`src/rtl/cnn_pkg.sv`:
```
// Shared constants, FSM state type and output activation for the cnn convolution engine.
// Macro CNN_RELU_EN selects ReLU + unsigned saturation; undefined gives signed saturation.
package cnn_pkg;

   localparam int IMG_DIM = 16;
   localparam int K_DIM   = 4;
   localparam int OUT_DIM = 13;
   localparam int ACC_W   = 21;

   typedef enum logic [1:0] {
      IDLE,
      CONV,
      WRITE,
      DONE
   } state_e;

   function automatic logic [7:0] activate(input logic signed [ACC_W-1:0] acc);
      logic [7:0] res;
`ifdef CNN_RELU_EN
      if (acc < 0)
         res = 8'h00;
      else if (acc > 21'sd255)
         res = 8'hFF;
      else
         res = acc[7:0];
`else
      if (acc < -21'sd128)
         res = 8'h80;
      else if (acc > 21'sd127)
         res = 8'h7F;
      else
         res = acc[7:0];
`endif
      return res;
   endfunction

endpackage

```
`src/rtl/cnn_mac.sv`:
```
// Mixed-sign multiply-accumulate: unsigned 8-bit pixel times signed 8-bit weight into a 21-bit accumulator.
module cnn_mac
   import cnn_pkg::*;
(
   input  logic                    clk,
   input  logic                    rst,
   input  logic                    clr_i,
   input  logic                    en_i,
   input  logic [7:0]              pixel_i,
   input  logic signed [7:0]       weight_i,
   output logic signed [ACC_W-1:0] acc_o
);

   logic signed [16:0]      prod;
   logic signed [ACC_W-1:0] acc_q;
   logic signed [ACC_W-1:0] acc_d;

   // The pixel gets a zero sign bit so the product stays a true mixed-sign multiply.
   always_comb begin
      prod  = $signed({1'b0, pixel_i}) * weight_i;
      acc_d = acc_q + ACC_W'(prod);
   end

   always_ff @(posedge clk) begin
      if (!rst)
         acc_q <= '0;
      else if (clr_i)
         acc_q <= '0;
      else if (en_i)
         acc_q <= acc_d;
   end

   assign acc_o = acc_q;

endmodule

```
`src/rtl/cnn.sv`:
```
// Single-layer 16x16 image / 4x4 kernel convolution engine with source RAM and per-kernel output banks.
// Activation mode is chosen by the CNN_RELU_EN macro (see cnn_pkg).
module cnn
   import cnn_pkg::*;
#(
   parameter int    KERNEL_COUNT = 4,
   parameter string INIT_FILE    = "cnn_mem.hex",
   localparam int   AW           = $clog2(KERNEL_COUNT*16 + 256)
) (
   input  logic          clk,
   input  logic          rst,
   input  logic          start,
   input  logic [AW-1:0] x,
   input  logic [AW-1:0] y,
   input  logic [7:0]    z,
   output logic          done
);

   localparam int KW = (KERNEL_COUNT > 1) ? $clog2(KERNEL_COUNT) : 1;

   logic [7:0] srcMem  [2**AW];
   logic [7:0] bankMem [KERNEL_COUNT][256];

   state_e        state_q;
   logic          done_q;
   logic [AW-1:0] xBase_q;
   logic [AW-1:0] yBase_q;
   logic [7:0]    zBase_q;
   logic [KW-1:0] kIdx_q;
   logic [3:0]    row_q;
   logic [3:0]    col_q;
   logic [3:0]    tap_q;

   logic [4:0]              pixRow;
   logic [4:0]              pixCol;
   logic [AW-1:0]           pixAddr;
   logic [AW-1:0]           wgtAddr;
   logic [7:0]              outAddr;
   logic                    accept;
   logic signed [ACC_W-1:0] acc;

   // tap_q walks the kernel row-major, so its top bits are kr and bottom bits kc.
   always_comb begin
      pixRow  = {1'b0, row_q} + {3'b0, tap_q[3:2]};
      pixCol  = {1'b0, col_q} + {3'b0, tap_q[1:0]};
      pixAddr = xBase_q + AW'(pixRow * IMG_DIM) + AW'(pixCol);
      wgtAddr = yBase_q + AW'(kIdx_q * (K_DIM*K_DIM)) + AW'(tap_q);
      outAddr = zBase_q + ({4'b0, row_q} * 8'(OUT_DIM)) + {4'b0, col_q};
      accept  = start && (state_q == IDLE || state_q == DONE);
   end

   cnn_mac u_mac (
      .clk      (clk),
      .rst      (rst),
      .clr_i    (accept || state_q == WRITE),
      .en_i     (state_q == CONV),
      .pixel_i  (srcMem[pixAddr]),
      .weight_i ($signed(srcMem[wgtAddr])),
      .acc_o    (acc)
   );

   always_ff @(posedge clk) begin
      if (!rst) begin
         state_q <= IDLE;
         done_q  <= 1'b0;
         xBase_q <= '0;
         yBase_q <= '0;
         zBase_q <= '0;
         kIdx_q  <= '0;
         row_q   <= '0;
         col_q   <= '0;
         tap_q   <= '0;
      end else begin
         case (state_q)
            IDLE, DONE: begin
               if (start) begin
                  state_q <= CONV;
                  done_q  <= 1'b0;
                  xBase_q <= x;
                  yBase_q <= y;
                  zBase_q <= z;
                  kIdx_q  <= '0;
                  row_q   <= '0;
                  col_q   <= '0;
                  tap_q   <= '0;
               end
            end
            CONV: begin
               tap_q <= tap_q + 4'd1;
               if (tap_q == 4'(K_DIM*K_DIM - 1))
                  state_q <= WRITE;
            end
            WRITE: begin
               state_q <= CONV;
               if (col_q != 4'(OUT_DIM - 1)) begin
                  col_q <= col_q + 4'd1;
               end else begin
                  col_q <= '0;
                  if (row_q != 4'(OUT_DIM - 1)) begin
                     row_q <= row_q + 4'd1;
                  end else begin
                     row_q <= '0;
                     if (kIdx_q == KW'(KERNEL_COUNT - 1)) begin
                        state_q <= DONE;
                        done_q  <= 1'b1;
                     end else begin
                        kIdx_q <= kIdx_q + 1'b1;
                     end
                  end
               end
            end
            default: state_q <= IDLE;
         endcase
      end
   end

   // Banks are deliberately outside the reset domain so results survive an aborted job.
   always_ff @(posedge clk) begin
      if (state_q == WRITE)
         bankMem[kIdx_q][outAddr] <= activate(acc);
   end

   assign done = done_q;

endmodule

```
`config.mk`:
```
export PLATFORM = sky130hd
export DESIGN_NAME = cnn
export DESIGN_NICKNAME = d
export VERILOG_FILES = /design/src/rtl/cnn_pkg.sv /design/src/rtl/cnn_mac.sv /design/src/rtl/cnn.sv
export SDC_FILE = /design/constraint.sdc
export NUM_CORES = 1
export LEC_CHECK = 0
export ABC_AREA = 1
export CORE_UTILIZATION = 40
export CTS_CLUSTER_SIZE = 24
export DETAILED_ROUTE_END_ITERATION = 8
export PLACE_DENSITY = 0.7
export SETUP_SLACK_MARGIN = 0.15
export SYNTH_ARGS = -nofsm -noshare
export SYNTH_HDL_FRONTEND = slang
export SYNTH_SLANG_ARGS = --single-unit
```
`constraint.sdc`:
```
create_clock -name clk -period 1.9 [get_ports clk]
set_input_delay 0.19 -clock clk [delete_from_list [all_inputs] [get_ports clk]]
set_output_delay 0.19 -clock clk [all_outputs]
set_load 0.03 [all_outputs]
```
**After elaboration in Yosys (flattened, before gate mapping)**

Index checks and enable logic that the tools add are counted.

- Output and inout port bits: 1
- Memory bits (read-only): 0
- Word-level logic and storage cells: 56
- Latch bits: 0
- Bits in writable memories: 0
- Memories kept: 0
- Register bits: 17
- Input bits: 29

- $add $sub $neg: 4
- Mux-type cells: 23
- Eq/ne operators: 13
- $lt $le $gt $ge: 0
- Bitwise logic cells: 0
- Shift-type cells: 0
- Reduce and logical (&&, ||, !) cells: 10
- $mul: 0
- Div/mod/pow operators: 0

Operators by type and width:

| cell | count |
|---|---|
| $pmux 4 s2 | 3 |
| $mux 2 | 9 |
| $mux 4 | 4 |
| $add 4x1->4 const B | 3 |
| $ne 2x2->1 const B | 5 |
| $reduce_and 5->1 | 2 |
| $ne 4x4->1 const B | 2 |
| $eq 2x2->1 const B | 3 |
| $pmux 2 s3 | 1 |
| $reduce_and 2->1 | 3 |
| $eq 4x4->1 const B | 1 |
| $mux 1 | 4 |
| $pmux 2 s2 | 1 |
| $reduce_bool 2->1 | 2 |
| $reduce_and 3->1 | 1 |
| $add 2x1->2 const B | 1 |
| $eq 2x1->1 const B | 1 |
| $logic_not 2->1 | 1 |
| $ne 2x1->1 const B | 1 |
| $pmux 1 s2 | 1 |
| $reduce_or 2->1 | 1 |

**Longest topological paths before layout**

Gate-level depths: netlist (run 1).

- Depth after elaboration: 5
- Gate-level depth with buffers: 11
- Gate-level depth less buffers: 11

**Worst setup path after synthesis (run 1)**

No wires, ideal clock.

- Path type: flip-flop to flip-flop
- From: register state_q[0]
- To: register tap_q[2]
- Library setup time: 0.125 ns
- Data required time: 1.775 ns
- Cell stages (with the launch flop): 7
- Path slack: 0.483 ns
- Arrival: 1.292 ns
- Path buffers: 0
- Period minus slack after synthesis: 1.417 ns
- Path through: dfxtp_1 inv_1 ha_1 o21ai_0 inv_1 a21oi_1 nor3_1

- Longest elaborated chain between the ends: 4
- Elaborated cells on any way between the ends: 8
- Classes of those cells: 3 x eq/ne; 1 x mux; 4 x reduce/logical

Ends and longest elaborated chain:

| element | RTL line | source |
|---|---|---|
| start, declared | cnn.sv:24 | `state_e state_q;` |
| start signal, assigned | cnn.sv:64 | `state_q <= IDLE;` |
| start signal, assigned | cnn.sv:77 | `state_q <= CONV;` |
| start signal, assigned | cnn.sv:91 | `state_q <= WRITE;` |
| $eq 2x2->1 / $logic_not 2->1 (equally long branches) | cnn.sv:74 | `case (state_q)` |
| $reduce_or 2->1 | cnn.sv:74 |  |
| $ne 2x2->1 (no source line) / $reduce_bool 2->1 (equally long branches) | - |  |
| $reduce_and 2->1 (no source line) | - |  |
| end signal, assigned | cnn.sv:89 | `tap_q <= tap_q + 4'd1;` |
| end, declared | cnn.sv:32 | `logic [3:0] tap_q;` |

Parallel ways exist; a longest one is shown, timed or not.
A chain may end at the register's enable or synchronous reset.

**Final worst setup path (run 1)**

- From: register state_q[0]
- To: register row_q[2]

- Longest elaborated chain between the ends: 4
- Elaborated cells on any way between the ends: 9
- Classes of those cells: 4 x eq/ne; 1 x mux; 4 x reduce/logical

Ends and longest elaborated chain:

| element | RTL line | source |
|---|---|---|
| $eq 2x2->1 / $logic_not 2->1 (equally long branches) | cnn.sv:74 |  |
| $reduce_or 2->1 | cnn.sv:74 |  |
| $ne 2x2->1 (no source line) / $reduce_bool 2->1 (equally long branches) | - |  |
| $reduce_and 3->1 (no source line) | - |  |
| end signal, assigned | cnn.sv:100 | `row_q <= row_q + 4'd1;` |
| end, declared | cnn.sv:30 | `logic [3:0] row_q;` |

Parallel ways exist; a longest one is shown, timed or not.

==> results of run 1 <==
==> state kept, by name, summed over array words and instances, names as in the netlist <==
name / count
state_q: 2
row_q: 4
done: 1
tap_q: 4
kIdx_q: 2
col_q: 4
==> power by group <==
part	internal (W)	leakage, nW	switching [W]
logic	0.000107	0.300	0.000185
registers	0.000389	0.138	0.0000273
clock network	0.0000817	0.0150	0.000112
total	0.000577	0.453	0.000325
==> path summary, 6_finish.rpt <==
check,end,slack [ps],start
worst max-delay path,row_q[2],390,state_q[0]
worst min-delay path,done,460,done
worst max register to register,row_q[2],390,state_q[0]
worst min register to register,done,460,done
==> critical path: cells and delay by family, from the launching register on <==
family                   cells  cell delay, ps
AO/OA/AOI/OAI                1             260
adder cells (fa/ha/maj)      1             300
buffers and inverters        1              90
flip-flops                   1             370
AND/OR/NAND/NOR              4             380
==> routing by layer <==
metal	share of wire [%]	routed length, um	track usage (%)	vias to the layer above
met1	50	766	19.1	369
li1	-	-	-	452
met3	2.1	32	2.68	5
met4	3.0	46	8.11	0
met5	0	0	0	-
met2	45	685	21.0	9
==> cell usage in the layout, fill, tap and decap left out, types with 2 or more instances in the layout <==
cell type / n
inv_1: 23
clkdlybuf4s50_1: 3
nor2_1: 12
o21ai_0: 6
ha_1: 8
clkbuf_4: 3
a21oi_1: 13
nand2_1: 31
dfxtp_1: 17
nand3_1: 13
nand2_2: 2
nor3_1: 2
xnor2_1: 2
==> stage by stage <==
| step | worst slack [ps] | total power [W] |
|---|---|---|
| 2_1_floorplan | 483 | 0.000650 |
| 3_3_place_gp | 361 | 0.000690 |
| 3_5_place_dp | 296 | 0.000700 |
| 4_1_cts | 278 | 0.000898 |
| 5_1_grt | 236 | 0.000982 |
| 6_report | 386 | 0.000902 |
==> cell type report <==
type / count / area, sq um
Clock buffer: 4 / 26.3
Fill cell: 241 / 1200
Inverter: 24 / 90.1
Multi-Input combinational cell: 96 / 536
Sequential cell: 17 / 340
Tap cell: 28 / 35.0
Timing Repair Buffer: 3 / 30.0
==> cells by family (layout without fill, tap and decap cells) <==
| kind of cell | count (synthesis) | after routing | share of synthesized area [%] |
|---|---|---|---|
| buffers and inverters | 26 | 31 | 11.4 |
| adder cells (fa/ha/maj) | 9 | 9 | 11.6 |
| flip-flops | 17 | 17 | 34.9 |
| AO/OA/AOI/OAI | 22 | 22 | 12.2 |
| AND/OR/NAND/NOR | 63 | 63 | 28.1 |
| XOR/XNOR | 2 | 2 | 1.80 |
==> flow_metrics.py, run 1 <==
metrics = {
    "power": {
        "p_leak_nw": 0.453,
        "ir_drop_mv": 0.431,
        "p_per_area_mw_per_mm2": 853,
    },
    "route": {
        "drt-pass1-iter-count": 4,
        "drt.antenna.violating_nets": 0,
        "drt-initial-drc-count": 13,
        "wirelength_um": 1530,
        "viasPerCell": 4.85,
        "drc": 0,
        "vias": 835,
        "wl_per_cell_um": 8.90,
    },
    "grt": {
        "grt_pass1_wl_um": 2840,
        "overflow": 0,
        "grt_max_degree": 13,
        "grt_use_total_pct": 14.2,
        "grt_pass1_vias": 743,
        "antenna_found_initial": 0,
    },
    "clocking": {
        "clkLatencyLatePin_ps": 290,
        "cts-resized-gates": 0,
        "cts_tree": "built",
        "cts_inserted_buffers": 3,
        "htree_levels": 1,
        "clockBufferDepth": 2,
        "cts_root_buf": "clkbuf_4",
        "postCtsSetupBuffers": 0,
        "clock-sinks": 17,
        "clk_pin_slew_ps": 100,
        "cts_hold_buf": 0,
    },
    "critical_path": {
        "cp.arrival_ps": 1700,
        "cp_slowest_stage_delay_ps": 370,
        "path_max_fanout": 7,
        "end_kind": "register",
        "cpMaxStageDelayCell": "dfxtp_1",
        "worstPathRequired_ps": 2080,
        "path_class": "register to register",
        "start_kind": "register",
        "worstPathCellList": "inv_1 -> ha_4 -> nand2_1 -> nand2_2 -> nand2_4 -> o21ai_0 -> nor2_1",
        "reg2regPathDepth": 7,
    },
    "synthesis": {
        "synth_top_area_share_pct": 34.9,
        "synthDistinctLibCells": 19,
        "yosys.area.top_type": "dfxtp_1",
        "synth_ff_type": "dfxtp_1",
        "ys_seq_area_share_pct": 34.9,
        "ys_top_cells_by_area": "dfxtp_1, nand2_1, ha_1",
        "synthCells": 139,
        "synth-seq-cells": 17,
        "synth_edf_count": 0,
        "syn_nets": 177,
        "syn_area_per_cell_sq_um": 7.01,
        "yosys_warnings": 0,
        "synth.most_common_cell": "nand2_1",
        "async_reset_ff_share_pct": 0,
        "synth_common_cells": "nand2_1, inv_1, dfxtp_1",
        "syn-cell-area_sq_um": 975,
    },
    "place": {
        "portBuffers": 3,
        "place_hpwl_um": 1210,
        "placedInstanceArea_sq_mm": 0.00102,
        "dp_cells": 168,
        "place_congestion": 0.792,
    },
    "floorplan": {
        "core_area_sq_mm": 0.00225,
        "die_w_um": 51.4,
        "die-area_sq_mm": 0.00264,
        "initial_core_util_pct": 43.2,
        "fp-row-count": 17,
        "ios": 30,
        "die_h_um": 51.4,
    },
    "finish": {
        "fin_area_sq_mm": 0.00106,
        "finalCoreUtilization_pct": 46.9,
        "drive_above_1_share_pct": 6.25,
        "diodes": 0,
        "final_cells": 172,
        "fin_nets": 183,
        "area_growth_pct": 8.47,
    },
    "worst_hold_path": {
        "hold_depth": 2,
        "min_path_type": "register to register",
    },
    "timing": {
        "final-max-slew-violation-count": 0,
        "rsz0062_at_grt": "false",
        "fin_tns_setup_ps": 0,
        "hold_ws_ps": 455,
        "fin_crit_sh_pct": 79.7,
        "fmaxAchievable_mhz": 660,
        "finClkSkew_ps": 3.17,
        "fin_crit_ps": 1510,
        "timing.final.hold_violations": 0,
        "worstMarginPinSlew_ps": 384,
        "setup_viol": 0,
        "slew_headroom_pct": 74.3,
    },
    "status": {
        "status": "finished, final reports clean",
    },
    "job": {
        "drv_cap": 0,
    },
}
Power figures use the tool's default switching activity.
==> inputs of run 2 (changes only) <==
--- a/config.mk
+++ b/config.mk
@@ -9,7 +9,7 @@
 export CORE_UTILIZATION = 40
 export CTS_CLUSTER_SIZE = 24
 export DETAILED_ROUTE_END_ITERATION = 8
-export PLACE_DENSITY = 0.7
+export PLACE_DENSITY = 0.73
 export SETUP_SLACK_MARGIN = 0.15
 export SYNTH_ARGS = -nofsm -noshare
 export SYNTH_HDL_FRONTEND = slang
==> constraint.sdc (replaced) <==
create_clock -name clk -period 1.3 [get_ports clk]
set_input_delay 0.13 -clock clk [delete_from_list [all_inputs] [get_ports clk]]
set_output_delay 0.13 -clock clk [all_outputs]
set_load 0.03 [all_outputs]
==> run 2 against run 1 <==
The flow now finishes with violations (setup timing). Wire length is 34% higher. Setup slack lost 430 ps. Combinational power rose to 2.7 times the previous value. Non-clock buffer count increased by 16. Critical path type unchanged. Largest power group is now combinational logic.
==> flow_metrics.py, run 2 (synthesized netlist as in run 1, its figures left out) <==
metrics = {
    "floorplan": {
        "ios": 30,
        "die_w_um": 51.4,
        "core_area_sq_mm": 0.00225,
        "die-area_sq_mm": 0.00264,
        "fp-row-count": 17,
        "die_h_um": 51.4,
        "initial_core_util_pct": 43.2,
    },
    "status": {
        "status": "finished with violations",
        "violations": "setup timing",
    },
    "timing": {
        "worstMarginPinSlew_ps": 309,
        "fin_ws_ps": -41.2,
        "setup_viol": 7,
        "finClkSkew_ps": 5.61,
        "fin_crit_sh_pct": 103,
        "final-max-slew-violation-count": 0,
        "hold_ws_ps": 466,
        "fmaxAchievable_mhz": 746,
        "rsz0062_at_grt": "true",
        "slew_headroom_pct": 79.3,
        "fin_crit_ps": 1340,
        "timing.final.hold_violations": 0,
    },
    "finish": {
        "most-common-layout-cells": "nand2_1, inv_1, buf_4, nand3_1, dfxtp_1",
        "finalCoreUtilization_pct": 58.4,
        "layout_commonest_cell": "nand2_1",
        "fin_nets": 199,
        "drive_above_1_share_pct": 38.8,
        "fin_area_sq_mm": 0.00132,
        "diodes": 0,
        "largestRegisters": "col_q: 4 flops, row_q: 4 flops, tap_q: 4 flops",
        "area_growth_pct": 35.0,
    },
    "grt": {
        "antenna_found_initial": 0,
        "overflow": 0,
        "grt_max_degree": 11,
        "grt_pass1_wl_um": 3260,
        "grt_use_total_pct": 16.9,
        "grt_pass1_vias": 838,
    },
    "route": {
        "wirelength_um": 2060,
        "vias": 916,
        "drt-pass1-iter-count": 6,
        "viasPerCell": 4.87,
        "drc": 0,
        "drt-initial-drc-count": 10,
        "drt.antenna.violating_nets": 0,
        "wl_per_cell_um": 10.9,
    },
    "job": {
        "drv_cap": 0,
    },
    "critical_path": {
        "worst-r2r-setup-slack_ps": -40,
        "cp_slowest_stage_delay_ps": 350,
        "start_kind": "register",
        "worstPathCellList": "inv_2 -> ha_4 -> inv_2 -> nand2_2 -> nand2_4 -> nand2_8 -> inv_8 -> nand2_4 -> nand2_2 -> nand2_2 -> nor2_1",
        "worstPathRequired_ps": 1510,
        "path_max_fanout": 7,
        "path_class": "register to register",
        "regToRegEndpoint": "kIdx_q[0]",
        "reg2regPathDepth": 11,
        "crit_top_cell": "nand2_2",
        "reg2reg_from": "state_q[0]",
        "cp.arrival_ps": 1550,
        "end_kind": "register",
        "cpMaxStageDelayCell": "dfxtp_2",
    },
    "worst_hold_path": {
        "min-delay-start": "done",
        "min_path_type": "register to register",
        "hold_depth": 2,
        "holdPathEnd": "done",
    },
    "clocking": {
        "clock-sinks": 17,
        "clockBufferDepth": 2,
        "htree_levels": 1,
        "cts_root_buf": "clkbuf_4",
        "cts_hold_buf": 0,
        "cts_inserted_buffers": 3,
        "clkLatencyLatePin_ps": 300,
        "cts_tree": "built",
        "clk_pin_slew_ps": 100,
    },
    "power": {
        "p_leak_nw": 0.558,
        "ir_drop_mv": 0.761,
        "p_per_area_mw_per_mm2": 1280,
    },
    "place": {
        "portBuffers": 3,
        "placedInstanceArea_sq_mm": 0.00113,
        "place_congestion": 0.746,
        "place_hpwl_um": 1370,
        "place_ws_ps": -48.4,
    },
}
## run 2: cell count changes in the layout (fill, tap and decap cells not counted), sizes merged
cell           previous run  this run
clkdlybuf4s50             3         2
buf                       0        15
clkbuf                    4         6
## run 2: report_power, final
group	switching (W)	internal [W]	leakage, nW	total (W)
Clock	0.000174	0.000120	0.0150	0.000294
Sequential	0.0000425	0.000575	0.140	0.000617
Combinational	0.000432	0.000346	0.403	0.000778
Total	0.000648	0.00104	0.558	0.00169
## run 2: what timing repair did
item	4_1_cts	5_1_grt
setup endpoints to repair	18	18
buffers inserted	1	5
gates resized for setup	20	23
pin swaps	3	10
endpoints found under the hold margin	0	0
cloned	0	0
## run 2: worst max-delay path by stage
stage,endpoint,cells past startpoint,start,slack (ps)
after floorplan,kIdx_q[0],11,state_q[0],50
after detailed placement,tap_q[3],8,start,-50
after global placement,tap_q[3],8,start,-20
after global routing,kIdx_q[0],10,state_q[0],-100
final,kIdx_q[0],11,state_q[0],-40
after CTS,kIdx_q[0],9,state_q[0],-10
## run 2: metal layers
metal	part of all wire [%]	track usage, %	vias up
met5	0	0	-
met3	1.6	3.57	5
met2	52	29.9	7
met1	44	17.8	420
li1	-	-	484
met4	2.7	10.8	0
## run 2: critical path, delay by kind of cell, from the launching register on
kind	cells	cell delay, ps
AND/OR/NAND/NOR	7	450
flip-flops	1	350
adder cells (fa/ha/maj)	1	300
buffers and inverters	3	140
## run 2: area by class of cell
type                       instances  area [sq um]
tap                               28          35.0
clock buffer                       4          26.3
timing repair buffer              19           146
sequential                        17           347
inverter                          24           100
fill                             211           938
multi-input combinational         96           662
## run 2: through the flow
stage	instances	TNS, ps	total power, W
after floorplan	139	0	0.00101
after global placement	178	-19.9	0.00115
after detailed placement	178	-115	0.00117
after CTS	183	-27.5	0.00157
after global routing	188	-698	0.00180
final	188	-164	0.00169
